==> src/rtl/cgra_pkg.sv <==
// -----------------------------------------------------------------------------
// cgra_pkg
// Shared types and constants for the CGRA controller slice.
//   main_fsm_t     : state encoding of the main CGRA controller
//   bs_fsm_t       : state encoding of the bitstream loader (bs_loader)
//   CGRA_BS_WORDS  : default number of 32-bit configuration words per bitstream
//   CGRA_MAX_OUT   : default number of outstanding bitstream memory reads
//   bs_word_addr() : byte address of a configuration word in memory
// -----------------------------------------------------------------------------
package cgra_pkg;

  localparam int CGRA_BS_WORDS = 24;
  localparam int CGRA_MAX_OUT  = 2;

  typedef enum logic [1:0] {
    S_IDLE,
    S_LOAD_BS,
    S_RUN,
    S_DONE
  } main_fsm_t;

  typedef enum logic [1:0] {
    S_BS_IDLE,
    S_BS_LOAD,
    S_BS_DRAIN,
    S_BS_DONE
  } bs_fsm_t;

  // Words are 32 bits wide and packed back to back from the base address.
  function automatic logic [31:0] bs_word_addr(input logic [31:0] base,
                                               input logic [31:0] idx);
    return base + (idx << 2);
  endfunction

endpackage

==> src/rtl/bs_loader.sv <==
// -----------------------------------------------------------------------------
// bs_loader
// Fetches a configuration bitstream of BS_WORDS 32-bit words from memory over
// an OBI-style req/gnt/rvalid read port and streams each returned word into
// the configuration array. Up to MAX_OUT reads may be in flight; responses
// return in order. An abort stops issuing reads and drains the reads already
// in flight without writing them.
//
// Parameters
//   BS_WORDS     : configuration words per bitstream
//   MAX_OUT      : maximum outstanding memory reads (1..4)
// Ports
//   clk_i        : clock
//   rst_ni       : asynchronous active-low reset
//   load_i       : start a load (only honoured while idle)
//   bs_addr_i    : bitstream base byte address, captured with load_i
//   abort_i      : abandon the current load (only honoured while loading)
//   mem_req_o    : read request
//   mem_addr_o   : read byte address (base + 4*words requested so far)
//   mem_gnt_i    : read request accepted
//   mem_rvalid_i : read data valid
//   mem_rdata_i  : read data
//   cfg_we_o     : configuration word write strobe
//   cfg_idx_o    : configuration word index
//   cfg_data_o   : configuration word
//   bs_done_o    : one-cycle pulse when a load completes
//   busy_o       : high whenever the loader is not idle
// -----------------------------------------------------------------------------
module bs_loader
  import cgra_pkg::*;
#(
  parameter int BS_WORDS = CGRA_BS_WORDS,
  parameter int MAX_OUT  = CGRA_MAX_OUT
) (
  input  logic                        clk_i,
  input  logic                        rst_ni,
  input  logic                        load_i,
  input  logic [31:0]                 bs_addr_i,
  input  logic                        abort_i,
  output logic                        mem_req_o,
  output logic [31:0]                 mem_addr_o,
  input  logic                        mem_gnt_i,
  input  logic                        mem_rvalid_i,
  input  logic [31:0]                 mem_rdata_i,
  output logic                        cfg_we_o,
  output logic [$clog2(BS_WORDS)-1:0] cfg_idx_o,
  output logic [31:0]                 cfg_data_o,
  output logic                        bs_done_o,
  output logic                        busy_o
);

  // Counters must be able to hold the terminal value BS_WORDS itself.
  localparam int CW = $clog2(BS_WORDS + 1);
  localparam int OW = $clog2(MAX_OUT + 1);
  localparam int IW = $clog2(BS_WORDS);

  localparam logic [CW-1:0] WORDS_C = CW'(BS_WORDS);
  localparam logic [CW-1:0] LAST_C  = CW'(BS_WORDS - 1);
  localparam logic [OW-1:0] MAX_C   = OW'(MAX_OUT);

  bs_fsm_t       state_q, state_d;
  logic [31:0]   base_q;
  logic [CW-1:0] req_cnt_q;
  logic [CW-1:0] resp_cnt_q;
  logic [OW-1:0] out_q, out_d;
  logic          start;
  logic          grant;
  logic          rsp_ok;

  assign mem_addr_o = bs_word_addr(base_q, 32'(req_cnt_q));

  always_comb begin
    state_d    = state_q;
    out_d      = out_q;
    start      = 1'b0;
    grant      = 1'b0;
    mem_req_o  = 1'b0;
    cfg_we_o   = 1'b0;
    cfg_idx_o  = '0;
    cfg_data_o = '0;
    bs_done_o  = 1'b0;
    busy_o     = (state_q != S_BS_IDLE);

    // A response with nothing in flight cannot belong to this load (e.g. it
    // was issued before a reset), so it is dropped and never underflows.
    rsp_ok = mem_rvalid_i && (out_q != '0);

    // abort_i gates the request combinationally so no new read is granted in
    // the abort cycle; req_cnt never passes BS_WORDS because of the limit.
    if (state_q == S_BS_LOAD) begin
      mem_req_o = !abort_i && (req_cnt_q < WORDS_C) && (out_q < MAX_C);
      cfg_we_o  = rsp_ok;
    end

    if (cfg_we_o) begin
      cfg_idx_o  = resp_cnt_q[IW-1:0];
      cfg_data_o = mem_rdata_i;
    end

    grant = mem_req_o && mem_gnt_i;

    // Grant and response in the same cycle cancel out.
    if (grant && !rsp_ok) begin
      out_d = out_q + OW'(1);
    end else if (!grant && rsp_ok) begin
      out_d = out_q - OW'(1);
    end

    unique case (state_q)
      S_BS_IDLE: begin
        if (load_i) begin
          start   = 1'b1;
          state_d = S_BS_LOAD;
        end
      end
      S_BS_LOAD: begin
        // Abort wins over completion; the final word is still written above.
        if (abort_i) begin
          state_d = (out_d == '0) ? S_BS_IDLE : S_BS_DRAIN;
        end else if (cfg_we_o && (resp_cnt_q == LAST_C)) begin
          state_d = S_BS_DONE;
        end
      end
      S_BS_DRAIN: begin
        if (out_d == '0) begin
          state_d = S_BS_IDLE;
        end
      end
      S_BS_DONE: begin
        bs_done_o = 1'b1;
        state_d   = S_BS_IDLE;
      end
      default: begin
        state_d = S_BS_IDLE;
      end
    endcase
  end

  always_ff @(posedge clk_i or negedge rst_ni) begin
    if (!rst_ni) begin
      state_q    <= S_BS_IDLE;
      base_q     <= '0;
      req_cnt_q  <= '0;
      resp_cnt_q <= '0;
      out_q      <= '0;
    end else begin
      state_q <= state_d;
      if (start) begin
        base_q     <= bs_addr_i;
        req_cnt_q  <= '0;
        resp_cnt_q <= '0;
        out_q      <= '0;
      end else begin
        if (grant) begin
          req_cnt_q <= req_cnt_q + CW'(1);
        end
        if (cfg_we_o) begin
          resp_cnt_q <= resp_cnt_q + CW'(1);
        end
        out_q <= out_d;
      end
    end
  end

endmodule

==> config.mk <==
export PLATFORM = sky130hd
export DESIGN_NAME = bs_loader
export DESIGN_NICKNAME = d
export VERILOG_FILES = /design/src/rtl/cgra_pkg.sv /design/src/rtl/bs_loader.sv
export SDC_FILE = /design/constraint.sdc
export NUM_CORES = 1
export LEC_CHECK = 0
export CORE_ASPECT_RATIO = 1.2
export CORE_MARGIN = 2
export CORE_UTILIZATION = 44
export DETAILED_ROUTE_END_ITERATION = 8
export GPL_ROUTABILITY_DRIVEN = 1
export HOLD_SLACK_MARGIN = 0.12
export PLACE_DENSITY_LB_ADDON = 0.25
export SETUP_SLACK_MARGIN = 0.4
export SYNTH_ARGS = -nofsm -noshare
export SYNTH_HDL_FRONTEND = slang
export SYNTH_SLANG_ARGS = --single-unit
==> constraint.sdc <==
create_clock -name clk_i -period 3.84 [get_ports clk_i]
set_clock_uncertainty 0.05 [all_clocks]
set_input_delay 1.152 -clock clk_i [delete_from_list [all_inputs] [get_ports clk_i]]
set_output_delay 1.152 -clock clk_i [all_outputs]
set_load 0.005 [all_outputs]
==> results.md <==
Drt:
- After detailed routing, the number of remaining DRC violations is 0.
- After the first detailed-routing iteration, the DRC count stood at around 100.
- In the final routed layout, each cell accounts on average for between 15 and 20 um.
- The final wirelength is roughly 9200 um.
- After detailed routing, the number of vias per cell comes to 5.120.
- The detailed-router iteration count before antenna repair is 4.
- The count of nets left with antenna violations once routing finished came out at 0.
- The routed layout has 2893 vias.

Clock network:
- TritonCTS created 5 clock buffers.
- The longest clock path from root to sink contains 2 buffers.
- The latest clock arrival within the worst-skew pair is between 0.2 and 0.3 ns.
- The clock root buffer is clkbuf_8.
- The tree built by TritonCTS fans out to 46 sinks.
- After clock tree synthesis, the clock-pin slew on the worst setup and hold paths is 0.09 ns.
- The CTS H-tree depth is 2.
- TritonCTS built the clock tree.
- The cts-stage hold buffer count is 0.

Synth:
- The synthesized area divided by synthesized cell count is 9.874 sq um.
- After synthesis, the share of cell area in mux cells is 11.17%.
- The area of the mapped netlist is between 0.002 and 0.003 sq mm.
- The adder and majority cell fraction of the synthesized area is 4.124%.
- By area, the combinational part of the netlist is dominated by simple AND/OR/NAND/NOR gates.
- The synthesized design contains 46 register bits.
- The complex-gate fraction of the synthesized area is 8.419%.
- For this run, the register share of the synthesized area comes to 39.52%.
- The post-synthesis share of cell area spent on and, or, nand and nor gates is 21.86%.
- The synthesized-area fraction occupied by xor and xnor cells is 11.13%.
- The post-synthesis cell type count is 42.
- The number of instances in the synthesized netlist is ~300.
- The number of warnings reported in the yosys synthesis log is 0.
- Synthesis produced a netlist with a net count of 374.

Global routing:
- The first global-routing pass estimated 13970 um of wire.
- The number of global-route vias before repair is between 3000 and 4000.
- Global routing consumed, over all layers together, 24.00% of the routing resources.
- In the global route stage, met3 resource usage came out at 4.633%.
- Entering global routing, the biggest net connects 50 pins.
- The layer flagged by global routing as most heavily used is met2.
- The met1 routing resource usage after global routing is 26.55%.
- The initial antenna violation count is 0.
- For met2 alone, demand over resource in global routing was 47.27%.
- The remaining global-route overflow is 0.

STA:
- The final-report max-slew violation count is 0.
- The transition time at the pin with the least slew margin is about 1.0 ns.
- Derived from the worst setup path, the maximum achievable clock frequency is 281.5 MHz.
- Headroom to the max-slew limit came out at between 30 and 40%.
- The total count of hold-check failures in the final report is 0.
- Setup repair after global routing could not meet its margin everywhere.
- The post-layout minimum cycle time is 3.552 ns.
- Setup violations remaining at the end of the flow were counted as 0.
- Hold is met by 0.4648 ns.
- The share of the clock period used by the worst path is 92.51%.

Power and ir drop:
- The maximum vdd ir drop is 0.4207 mV.
- Dividing total power by cell area gives a power density of 556.3 mW/mm^2.
- The leakage component of the power is 2.292 nW.

Layout:
- The library cells used most frequently in the layout, excluding fill and tap cells, are 75 x clkdlybuf4s50_1, 43 x dfrtp_1, 41 x buf_4.
- In the final layout, the share of cells above drive strength 1 is 37.29%.
- The number of standard cells in the final layout excluding fillers is 565.
- The leading cell type in the layout, fill and taps excluded is clkdlybuf4s50_1.
- The net total in the final layout is 558.
- Relative to the synthesized area, the layout overhead comes to 73.32%.
- The number of antenna diodes in the final layout is 0.

Placement:
- In this run the tool buffered the top-level ports with between 100 and 150 buffer cells.
- Once detailed placement completed, the half-perimeter wirelength came to 6106 um.
- The global placer's final weighted congestion is about 0.85.
- The instance count after placement with tap cells included is approximately 520.

Worst hold path:
- The path with the worst hold slack has its endpoint at base_q[1].
- The type of the most critical hold path is reg -> reg.
- The startpoint identified for the worst hold timing path is base_q[1].
- The worst hold path cell count is 1.

Die:
- Row generation in the floorplan step produced 32 rows.
- The initial core utilization is a little under half.
- The area of the die is 0.007290 sq mm.
- In this run the horizontal extent of the chip is 78.28 um.
- The number of primary I/O pins is 143.
- The floorplan core area is 0.006406 sq mm.
- The die height is 93.13 um.

Critical path:
- The worst setup path is launched from a register.
- The worst register-to-register path has a setup slack of 1.56 ns.
- In this run the critical register-to-register path is captured at resp_cnt_q[3].
- The kind of critical path is reg -> out.
- In this run the critical register-to-register path is launched from out_q[0].
- The depth of the worst register-to-register path is 12.
- The worst setup path is captured at an output pin.
- At the worst endpoint, the required time is between 2 and 3 ns.
- The maximum fanout along the worst path is 4.
- At the worst endpoint, the arrival time is roughly 2.4 ns.

Job:
- Across the run, the number of max-cap violations was 0.

Run status:
- The flow ran to the end, and the final reports show no timing, DRC or antenna violations.
synthesized netlist by cell type, drive strengths merged:
cell type | count | area share [%]
or4b | 1 | 0.34
nor4 | 2 | 0.43
nand2 | 17 | 2.2
nand4 | 9 | 2.1
inv | 8 | 1.0
buf | 5 | 0.90
nand2b | 1 | 0.21
and2 | 39 | 8.4
xor2 | 18 | 5.4
a41oi | 2 | 0.60
and4 | 2 | 0.60
mux2i | 1 | 0.34
o31ai | 1 | 0.26
dfrtp | 46 | 40
nor3b | 2 | 0.52
nor2b | 2 | 0.43
o21bai | 1 | 0.26
ha | 8 | 3.4
and3 | 2 | 0.43
o311ai | 1 | 0.30
nor2 | 17 | 2.2
or4 | 1 | 0.26
or3b | 1 | 0.30
a21oi | 9 | 1.5
a211oi | 9 | 2.3
nor4bb | 2 | 0.69
a21o | 2 | 0.52
o32ai | 1 | 0.30
mux2 | 28 | 11
xnor2 | 19 | 5.7
or2 | 2 | 0.43
a2111oi | 3 | 1.1
o21ai | 5 | 0.86
fa | 1 | 0.69
clkbuf | 14 | 1.8
nand3 | 10 | 1.7
o311a | 1 | 0.34
nand4b | 2 | 0.60
stage by stage:
step | setup slack (ns) | cell area (sq um) | utilization (%) | total power, mW | setup TNS, ns
floorplan | 0.6604 | 2913 | - | 1.579 | 0
global placement | -0.1126 | 4503 | 70.29 | 2.296 | -2.986
detailed placement | -0.1724 | 4503 | 70.29 | 2.341 | -4.449
CTS | 0.1341 | 4892 | 76.37 | 2.737 | 0
global route | 0.2149 | 5049 | 78.81 | 3.002 | 0
finish | 0.2877 | 5049 | 78.81 | 2.808 | 0
repair_timing:
action                                  4_1_cts  5_1_grt
pin swaps                                    13       24
buffers inserted                             27        7
endpoints found under the setup margin       65       36
resized for setup                           194       65
gates cloned                                  5        0
hold endpoints to repair                      0        0
sequential cells by signal, indices dropped and copies added (netlist names):
signal      cells
resp_cnt_q      5
state_q         2
out_q           2
req_cnt_q       5
base_q         32
worst max-delay path: stages (launching register included):
cell,delay [ns]
dfrtp_1,0.39
ha_2,0.21
fa_2,0.38
a211oi_4,0.29
o21bai_4,0.11
buf_6,0.13
buf_6,0.11
buf_6,0.12
nand4_1,0.08
xnor2_1,0.12
buf_2,0.13
area by class of cell:
cell class	instances	area, sq um
clock buffers	6	72.57
clock inverters	2	13.76
fillers	440	1358
inverters	8	30.03
multi-input cells	222	1947
flip-flops and latches	46	1155
well taps	85	106.4
repair buffers	196	1724
layer usage:
layer  up-vias  part of all wire, %  wire length (um)
li1       1380                    -                 -
met3        12                  5.1               465
met5         -                    0                 0
met2       102                   56              5102
met4         0                  1.2               110
met1      1399                   38              3491
cell families (layout without fill, tap and decap cells):
logic type	Yosys count	count (layout)
flops	46	46
fa+ha+maj	9	9
compound gates	35	35
buf+inv	27	212
simple gates	112	112
xor+xnor	37	37
mux	29	29
power by group:
part / internal (mW) / switching, mW / leakage [nW]
Combinational: 0.947 / 0.662 / 1.68
Sequential: 0.694 / 0.217 / 0.563
Clock: 0.129 / 0.160 / 0.0452
how the worst max path moves through the flow:
stage                  from             end  cells past startpoint  slack [ns]
2_1_floorplan  mem_rvalid_i   cfg_data_o[0]                      4        0.66
5_1_grt           base_q[2]  mem_addr_o[10]                     10        0.21
6_report          base_q[2]  mem_addr_o[10]                     10        0.29
3_3_place_gp   mem_rvalid_i  cfg_data_o[10]                      5       -0.11
3_5_place_dp   mem_rvalid_i  cfg_data_o[20]                      5       -0.17
4_1_cts          base_q[16]  mem_addr_o[30]                      5        0.13
No activity file was read; power rests on OpenSTA's default activity.
